### src/rtl/loop_buf_pkg.sv
// loop_buf_pkg: definitions shared by the loop-buffer capture FSM and the
// replay unit (entry layout, address map, replay state encoding).
package loop_buf_pkg;

  // Address increment between consecutive stored entries (entry i at i*STRIDE)
  localparam int STRIDE = 8;

  // Longest loop body (in instructions) the buffer accepts
  localparam int MAX_ENTRIES = 8;

  // Width of a loop-length / entry-index field
  localparam int LEN_W = 4;

  // Opcodes of the loop-closing branch kinds the capture side recognises
  localparam logic [6:0] OPC_JAL   = 7'b1101111;
  localparam logic [6:0] OPC_BTYPE = 7'b1100011;

  // Replay sequencing: wait for a loop, fill the read pipe, stream, flush out
  typedef enum logic [1:0] {
    ST_IDLE   = 2'd0,
    ST_PRIME  = 2'd1,
    ST_STREAM = 2'd2,
    ST_EXIT   = 2'd3
  } replay_state_t;

endpackage

### src/rtl/replay_index_ctr.sv
// replay_index_ctr: wrapping read pointer over the stored loop body plus a
// saturating count of completed iterations.
module replay_index_ctr
  import loop_buf_pkg::*;
#(
  parameter int ITER_W = 16
) (
  input  logic              clk,
  input  logic              reset,
  input  logic              clear,
  input  logic              advance,
  input  logic              count_en,
  input  logic [LEN_W-1:0]  len,
  output logic [LEN_W-1:0]  idx,
  output logic [LEN_W-1:0]  idx_next,
  output logic [ITER_W-1:0] iter_count
);

  logic at_last;

  assign at_last  = (idx == (len - LEN_W'(1)));
  assign idx_next = at_last ? '0 : (idx + LEN_W'(1));

  // Read pointer restarts at entry 0 for a new loop and steps with wrap on each advance
  always_ff @(posedge clk or negedge reset) begin
    if (!reset) begin
      idx <= '0;
    end else if (clear) begin
      idx <= '0;
    end else if (advance) begin
      idx <= idx_next;
    end
  end

  // One iteration is counted each time the pointer wraps while streaming; sticks at all-ones
  always_ff @(posedge clk or negedge reset) begin
    if (!reset) begin
      iter_count <= '0;
    end else if (clear) begin
      iter_count <= '0;
    end else if (advance && count_en && at_last && (iter_count != '1)) begin
      iter_count <= iter_count + ITER_W'(1);
    end
  end

endmodule

### src/rtl/loop_replay_unit.sv
// loop_replay_unit: read side of the loop buffer. Streams a captured loop body
// from the uop cache to ID while fetch is blocked, wrapping until a mispredict,
// then flushes and hands fetch the fall-through PC.
module loop_replay_unit
  import loop_buf_pkg::*;
#(
  parameter int ADDR_W = 9,
  parameter int ITER_W = 16
) (
  input  logic              clk,
  input  logic              reset,
  input  logic              start,
  input  logic [LEN_W-1:0]  loop_len,
  input  logic [31:0]       loop_start_pc,
  input  logic              bubble_idex,
  input  logic              mispredict,
  output logic              rd_en,
  output logic [ADDR_W-1:0] rd_addr,
  input  logic [31:0]       rd_data,
  output logic              out_valid,
  output logic [31:0]       out_instruction,
  output logic [31:0]       out_pc,
  output logic              block_signal,
  output logic              flush,
  output logic [31:0]       resume_pc,
  output logic [ITER_W-1:0] iter_count
);

  localparam logic [LEN_W-1:0] MAX_LEN = LEN_W'(MAX_ENTRIES);

  replay_state_t    state, state_next;
  logic [LEN_W-1:0] len_q;
  logic [31:0]      pc_q;
  logic [LEN_W-1:0] idx, idx_next;
  logic             accept;
  logic             advance;

  // A loop is taken only from IDLE and only with a length the buffer can hold
  assign accept = (state == ST_IDLE) && start &&
                  (loop_len != '0) && (loop_len <= MAX_LEN);

  // PRIME always moves the first entry into the output stage; STREAM moves only when ID is not stalled
  assign advance = !mispredict &&
                   ((state == ST_PRIME) || ((state == ST_STREAM) && !bubble_idex));

  assign resume_pc = pc_q + {{(32-LEN_W-2){1'b0}}, len_q, 2'b00};

  replay_index_ctr #(
    .ITER_W(ITER_W)
  ) u_index_ctr (
    .clk       (clk),
    .reset     (reset),
    .clear     (accept),
    .advance   (advance),
    .count_en  (state == ST_STREAM),
    .len       (len_q),
    .idx       (idx),
    .idx_next  (idx_next),
    .iter_count(iter_count)
  );

  // State register
  always_ff @(posedge clk or negedge reset) begin
    if (!reset) begin
      state <= ST_IDLE;
    end else begin
      state <= state_next;
    end
  end

  // Next state: mispredict wins over everything once a loop is in flight
  always_comb begin
    state_next = state;
    case (state)
      ST_IDLE:   if (accept) state_next = ST_PRIME;
      ST_PRIME:  state_next = mispredict ? ST_EXIT : ST_STREAM;
      ST_STREAM: if (mispredict) state_next = ST_EXIT;
      ST_EXIT:   state_next = ST_IDLE;
      default:   state_next = ST_IDLE;
    endcase
  end

  // Outputs: the read for the next entry is issued in the same cycle the current one is consumed
  always_comb begin
    rd_en        = 1'b0;
    rd_addr      = '0;
    out_valid    = 1'b0;
    block_signal = 1'b0;
    flush        = 1'b0;
    case (state)
      ST_IDLE: begin
        rd_en = accept;
      end
      ST_PRIME: begin
        block_signal = 1'b1;
        rd_en        = advance;
        rd_addr      = ADDR_W'(32'(idx_next) * STRIDE);
      end
      ST_STREAM: begin
        block_signal = 1'b1;
        out_valid    = 1'b1;
        rd_en        = advance;
        rd_addr      = ADDR_W'(32'(idx_next) * STRIDE);
      end
      ST_EXIT: begin
        flush = 1'b1;
      end
      default: begin
        flush = 1'b0;
      end
    endcase
  end

  // Loop length and start PC are captured once per accepted loop and kept for resume_pc
  always_ff @(posedge clk or negedge reset) begin
    if (!reset) begin
      len_q <= '0;
      pc_q  <= '0;
    end else if (accept) begin
      len_q <= loop_len;
      pc_q  <= loop_start_pc;
    end
  end

  // Output stage takes the entry currently on rd_data, tagged with its PC
  always_ff @(posedge clk or negedge reset) begin
    if (!reset) begin
      out_instruction <= '0;
      out_pc          <= '0;
    end else if (advance) begin
      out_instruction <= rd_data;
      out_pc          <= pc_q + {{(32-LEN_W-2){1'b0}}, idx, 2'b00};
    end
  end

endmodule

### config.mk
export PLATFORM = sky130hd
export DESIGN_NAME = loop_replay_unit
export DESIGN_NICKNAME = d
export VERILOG_FILES = /design/src/rtl/loop_buf_pkg.sv /design/src/rtl/replay_index_ctr.sv /design/src/rtl/loop_replay_unit.sv
export SDC_FILE = /design/constraint.sdc
export NUM_CORES = 1
export LEC_CHECK = 0
export ABC_CLOCK_PERIOD_IN_PS = 3100
export BUFFER_PORTS_ARGS = -buffer_cell sky130_fd_sc_hd__buf_4
export CAP_MARGIN = 20
export CORE_MARGIN = 3
export CORE_UTILIZATION = 47
export DETAILED_ROUTE_END_ITERATION = 7
export PLACE_DENSITY = 0.8
export SLEW_MARGIN = 20
export SYNTH_ARGS = -nofsm -noshare
export SYNTH_HDL_FRONTEND = slang
export SYNTH_HIERARCHICAL = 1
export SYNTH_SLANG_ARGS = --single-unit
export TNS_END_PERCENT = 10
### constraint.sdc
create_clock -name clk -period 3.1 [get_ports clk]
set_clock_uncertainty 0.15 [all_clocks]
set_input_delay 0.62 -clock clk [delete_from_list [all_inputs] [get_ports clk]]
set_output_delay 0.62 -clock clk [all_outputs]
set_load 0.02 [all_outputs]
# ---- Yosys cells after proc, flatten, opt, wreduce, memory -nomap -nowiden
# Cells that the tools add are included.
# Widths: inputs -> output; s select.
dict set report totals {
  ff_bits 122
  input_bits 73
  out_inout_bits 125
  word_cells 51
}
dict set report classes {
  addsub 5
  n_lt_le_gt_ge 1
  eq_ne 7
  muxes 14
  n_reduce_logical 17
}
# cell n
set ops {}
lappend ops {{$add 32x6->32} 2}
lappend ops {{$mux 16} 2}
lappend ops {{$add 16x1->16 const B} 1}
lappend ops {{$ne 16x16->1 const B} 1}
lappend ops {{$mux 4} 3}
lappend ops {{$logic_and 1x1->1} 8}
lappend ops {{$pmux 2 s4} 1}
lappend ops {{$mux 7} 1}
lappend ops {{$add 4x1->4 const B} 1}
lappend ops {{$eq 2x2->1 const B} 2}
lappend ops {{$eq 4x4->1} 1}
lappend ops {{$le 4x4->1 const B} 1}
lappend ops {{$mux 1} 4}
lappend ops {{$mux 2} 2}
lappend ops {{$ne 2x2->1 const B} 2}
lappend ops {{$reduce_bool 2->1} 2}
lappend ops {{$reduce_bool 4->1} 1}
lappend ops {{$sub 4x1->4 const B} 1}
lappend ops {{$eq 2x1->1 const B} 1}
lappend ops {{$logic_not 1->1} 2}
lappend ops {{$logic_not 2->1} 1}
lappend ops {{$pmux 1 s2} 1}
lappend ops {{$reduce_and 2->1} 1}
lappend ops {{$reduce_or 2->1} 1}
lappend ops {{$logic_or 1x1->1} 1}

# ---- Depth between registers and ports, before layout
dict set report logic_depth {
  ltp_word 9
  mapped_depth 12
  mapped_depth_nobuf 10
}

# ---- Cells and area by module
# Netlist, hierarchy kept.
# module n_inst cells_each area_each_um2 seq_area_each_um2
set by_module_without_submodules {}
lappend by_module_without_submodules {loop_replay_unit 1 561 5393.9 2552.4}
lappend by_module_without_submodules {replay_index_ctr 1 141 1306.3 500.5}

# ---- Worst setup path after synthesis
# No wires, ideal clock.
dict set report synth_path {
  kind {flip-flop to flip-flop}
  startpoint {reg state[0]}
  endpoint {reg u_index_ctr.iter_count[5]}
  setup_time_ns 0.125
  t_arrival_ns 2.933
  t_required_ns 2.825
  setup_slack_ns -0.108
  stages_incl_launch_ff 13
  path_buffers 2
  synth_period_minus_slack_ns 3.208
  path_cell_list {dfrtp_1 > inv_1 > ha_1 > nor2b_1 > o21bai_1 > clkbuf_8 > inv_1 > clkbuf_1 > and2_1 > and2_2 > nand4_4 > nor4b_1 > mux2_2}
}
dict set report synth_between {
  elab_chain_cells 8
  elab_cells_between_ends 14
  cone_classes {eq/ne (2); mux (1); reduce/logical (11)}
}
# element line
set synth_rtl {}
lappend synth_rtl {{start: declaration} loop_replay_unit.sv:31} ;# replay_state_t state, state_next;
lappend synth_rtl {{start signal: assignment} loop_replay_unit.sv:67} ;# state <= state_next;
lappend synth_rtl {{$eq 2x2->1} loop_replay_unit.sv:44} ;# ((state == ST_PRIME) || ((state == ST_STREAM) && !bubble_idex));
lappend synth_rtl {{$logic_and 1x1->1} loop_replay_unit.sv:44}
lappend synth_rtl {{$logic_or 1x1->1 (*)} loop_replay_unit.sv:44}
lappend synth_rtl {{$logic_and 1x1->1 (*)} loop_replay_unit.sv:43} ;# assign advance = !mispredict &&
lappend synth_rtl {{net advance} loop_replay_unit.sv:36} ;# logic advance;
lappend synth_rtl {{$logic_and 1x1->1 (*) (3 in a row)} replay_index_ctr.sv:41} ;# end else if (advance && count_en && at_last && (iter_count != '1)) begin
lappend synth_rtl {{$reduce_bool 2->1 (no source line) (*)} --}
lappend synth_rtl {{end signal: assignment} replay_index_ctr.sv:42} ;# iter_count <= iter_count + ITER_W'(1);
lappend synth_rtl {{end: declaration} replay_index_ctr.sv:16} ;# output logic [ITER_W-1:0] iter_count
# The timed path passes the listed nets; every way through them passes the cells marked *.
# A chain may end at the register's enable or synchronous reset.

# ---- Worst setup path after layout
dict set report layout_path {
  startpoint {reg len_q[0]}
  endpoint {out resume_pc[24]}
}
dict set report layout_between {
  elab_chain_cells 1
}
# element line
set layout_rtl {}
lappend layout_rtl {{start: declaration} loop_replay_unit.sv:32} ;# logic [LEN_W-1:0] len_q;
lappend layout_rtl {{start signal: assignment} loop_replay_unit.sv:120} ;# len_q <= loop_len;
lappend layout_rtl {{$add 32x6->32} loop_replay_unit.sv:46} ;# assign resume_pc = pc_q + {{(32-LEN_W-2){1'b0}}, len_q, 2'b00};
lappend layout_rtl {{end: declaration} loop_replay_unit.sv:25} ;# output logic [31:0] resume_pc,
# No other way between the ends.

==> metrics <==
crit path from=len_q[0]; Final Critical Period=3.20 ns; status=finished with violations; flop2flop setup slack=around 0.29 ns; Largest stage delay, worst path=0.37 ns; Mapped Cells=702; Critical Path RT=2.33 ns; Crit path max-delay family=adder cells; FMAX=between 300 and 400 MHz; Synth Area in Compound Gates=7.64%; remaining routing DRC violations=0; Worst-Skew Late Latency=0.42 ns; logic gate share of total power=50.3%; initial antenna violation count=0; die height=around 130 um; drt initial violations=a little over 400; RR Endpoint=u_index_ctr/iter_count[7]; grt ovf=0; sw frac=between 40% and 50%; maxcap violations=0; Hold Path Class=in -> async; Main synth FF type=dfrtp_1; synthesized-area fraction occupied by adder cells=between 3 and 4%; RR Startpoint=state[0]; Antenna diodes=0; CP Max Fanout=5; total core area=13600 sq um; Place WS=around 0.21 ns; P_leak=4.28 nW; Slew HR=approximately a third; DR pass1 iterations=6; Placed Cells=1044; Routed met1 length=7.93 mm; clk root buf=clkbuf_16; Slowest-stage cell, CP=dfrtp_1; Routed Antenna Nets=0; vias in the first global route=approximately 5600; P&R area growth vs syn=36.1%; H-tree depth=4; number of distinct library cells after synthesis=66; CP Data Arrival Time=approximately 2.4 ns; Reg2Reg Depth=10; Synth Area in XOR/XNOR=~8.3%; Reg clk slew, reported paths=around 0.060 ns; clock sinks=approximately 120; Cell Pwr Density=roughly 1200 nW/um^2; most frequent CP cell=buf_4; Final Hold Vio Count=0; Met3 Wirelength=approximately 1.3 mm; Simple-Gate Fraction of Synth Area=23.0%; Net Sw Power=~4.5 mW; CTS max path bufs=2; CP cell instances=ha_2, inv_2, fa_2, nand2b_4, a21oi_2, buf_6, nand4b_1, buf_4, xnor2_2, buf_4; via count=approximately 5800; asr flop ratio synth=100%; register share of total power=about 28%; layout cells sized above 1=36.2%; post-layout worst setup margin=-0.0995 ns; worst hold margin=about 0.00028 ns; Crit Path Class=reg -> out; worst vdd ir=roughly 660 uV; CTS tree=yes; Pins Over Slew Limit=0; Final period util=103%; Post-Route WL=about 18 mm; Post-DP HPWL=13.1 mm; Final setup viols=9; count of state elements after synthesis=around 120; sequential area share after synthesis=about 46%; wire per inst=between 15 and 20 um; Final GP Congestion=approximately 0.9; Mean Syn Cell Area=9.54 sq um; main combinational cell family by area after synthesis=simple AND/OR/NAND/NOR gates; Worst-Margin Slew=~1 ns; Worst Path Buf+Inv=4; final cell count without fillers=approximately 1100; IO Pins=198; Int Power=slightly above 6 mW; Num CTS Buffers=17; # hold bufs at CTS=0; failing checks=negative setup slack; Ys Warns=6; post-synthesis mux area share=6.20%; area of the die=about 16000 sq um; # rows=42; pin count of the biggest net entering global routing=92; Vias/cell=5.39; Critical Path End=resume_pc[24]; clock network fraction of design power=approximately 22%; first-pass GRT wire length=about 29 mm; Mapped Area=6700 sq um; RSZ-0062 raised after global routing=true; critical path depth=10; wire length on met2=between 8 and 9 mm; Startpoint Class=flip-flop; EDFF count, synth=0; DIE WIDTH=between 100 and 150 um; I/O Buffers=about 190; crit end category=primary output; total track usage=22.9%; top routing layer in use=met4; initial core utilization=around 49%; fin nets=between 900 and 1000
final cells by class:
type | instances | area [sq um]
clock buffers | 20 | 457
inverters | 17 | 63.8
repair buffers | 216 | 1670
multi-input cells | 518 | 3420
well taps | 176 | 220
clock inverters | 12 | 241
fillers | 1090 | 4490
flip-flops and latches | 122 | 3050
flip-flops by register name, summed over array words and instances, names as in the netlist:
| signal | count |
|---|---|
| len_q | 4 |
| out_pc | 32 |
| u_index_ctr/iter_count | 16 |
| out_instruction | 32 |
| u_index_ctr/idx | 4 |
| state | 2 |
| pc_q | 32 |
worst register-to-register path: stages (launching register included):
cell      delay (ns)
dfrtp_1         0.41
inv_2           0.11
ha_1            0.21
nor2b_2         0.20
o21bai_4        0.07
inv_1           0.11
and2_1          0.24
and2_2          0.20
nand4_4         0.15
nor4b_1         0.45
mux2_2          0.40
power by group through the flow:
stage	clock network [mW]	logic, mW	registers [mW]
floorplan	0	2.93	3.15
detailed placement	0	5.11	2.94
CTS	2.38	5.26	2.92
finish	2.36	5.37	2.94
global route	2.44	5.79	3.05
global placement	0	5.04	2.90
cells by family (layout without fill, tap and decap cells):
| group | count (synthesis) | in the layout |
|---|---|---|
| simple gates | 310 | 310 |
| flops | 122 | 122 |
| compound gates | 87 | 87 |
| buf+inv | 66 | 265 |
| xor+xnor | 61 | 61 |
| mux | 37 | 37 |
| fa+ha+maj | 18 | 18 |
| other cells | 1 | 5 |
per-stage QoR:
step | power (mW) | instance area (sq um) | setup TNS (ns) | utilization, %
final | 10.7 | 9120 | -0.521 | 67.0
after global routing | 11.3 | 9120 | -1.49 | 67.0
after CTS | 10.6 | 9020 | -0.498 | 66.3
after detailed placement | 8.04 | 8250 | 0 | 60.6
after global placement | 7.94 | 8250 | 0 | 60.6
after floorplan | 6.08 | 6720 | 0 | -
per-layer routing:
| metal | GRT usage (%) | vias to the layer above |
|---|---|---|
| li1 | - | 2761 |
| met1 | 31.3 | 2775 |
| met2 | 36.4 | 250 |
| met3 | 4.99 | 38 |
| met4 | 8.10 | 0 |
| met5 | 0 | - |
timing repair:
action,CTS,global route
cloned,0,0
setup buffers,4,1
setup endpoints to repair,16,22
resized for setup,11,18
pin swaps,3,8
cell usage after synthesis (9+ instances only):
| cell | instances | area share (%) |
|---|---|---|
| a21oi_1 | 19 | 1.4 |
| xnor2_1 | 27 | 3.5 |
| nor2_1 | 23 | 1.3 |
| nand2_1 | 166 | 9.3 |
| dfrtp_1 | 122 | 46 |
| ha_1 | 16 | 3.0 |
| xor2_1 | 32 | 4.2 |
| clkbuf_1 | 18 | 1.0 |
| buf_2 | 9 | 0.67 |
| o21ai_0 | 38 | 2.8 |
| inv_1 | 17 | 0.95 |
| or4_1 | 11 | 1.2 |
| o31ai_1 | 10 | 1.1 |
| mux2_2 | 36 | 6.1 |
| nand3_1 | 27 | 2.0 |
| nand4_1 | 22 | 2.1 |
placed cells by master, fill, tap and decap left out, types with 4 or more instances in the layout:
cell / count
clkbuf_16: 17
or4_1: 11
buf_4: 211
conb_1: 5
dfrtp_1: 122
xor2_1: 30
or2_2: 4
mux2_2: 36
nand2_1: 166
and3_1: 4
ha_1: 13
nor2_1: 20
nand3_1: 26
a21oi_1: 18
xnor2_1: 25
nand4_1: 22
inv_1: 15
o21ai_0: 38
and2_1: 7
nor3_1: 4
bufinv_16: 7
o31ai_1: 10
nor2b_1: 6
worst min path at each step:
stage / endpoint / cells past startpoint
3_5_place_dp: out_instruction[27] / 2
4_1_cts: pc_q[9] / 1
6_report: pc_q[10] / 1
2_1_floorplan: len_q[0] / 0
3_3_place_gp: out_instruction[18] / 2
5_1_grt: pc_q[10] / 1
(Power assumes the default switching activity.)
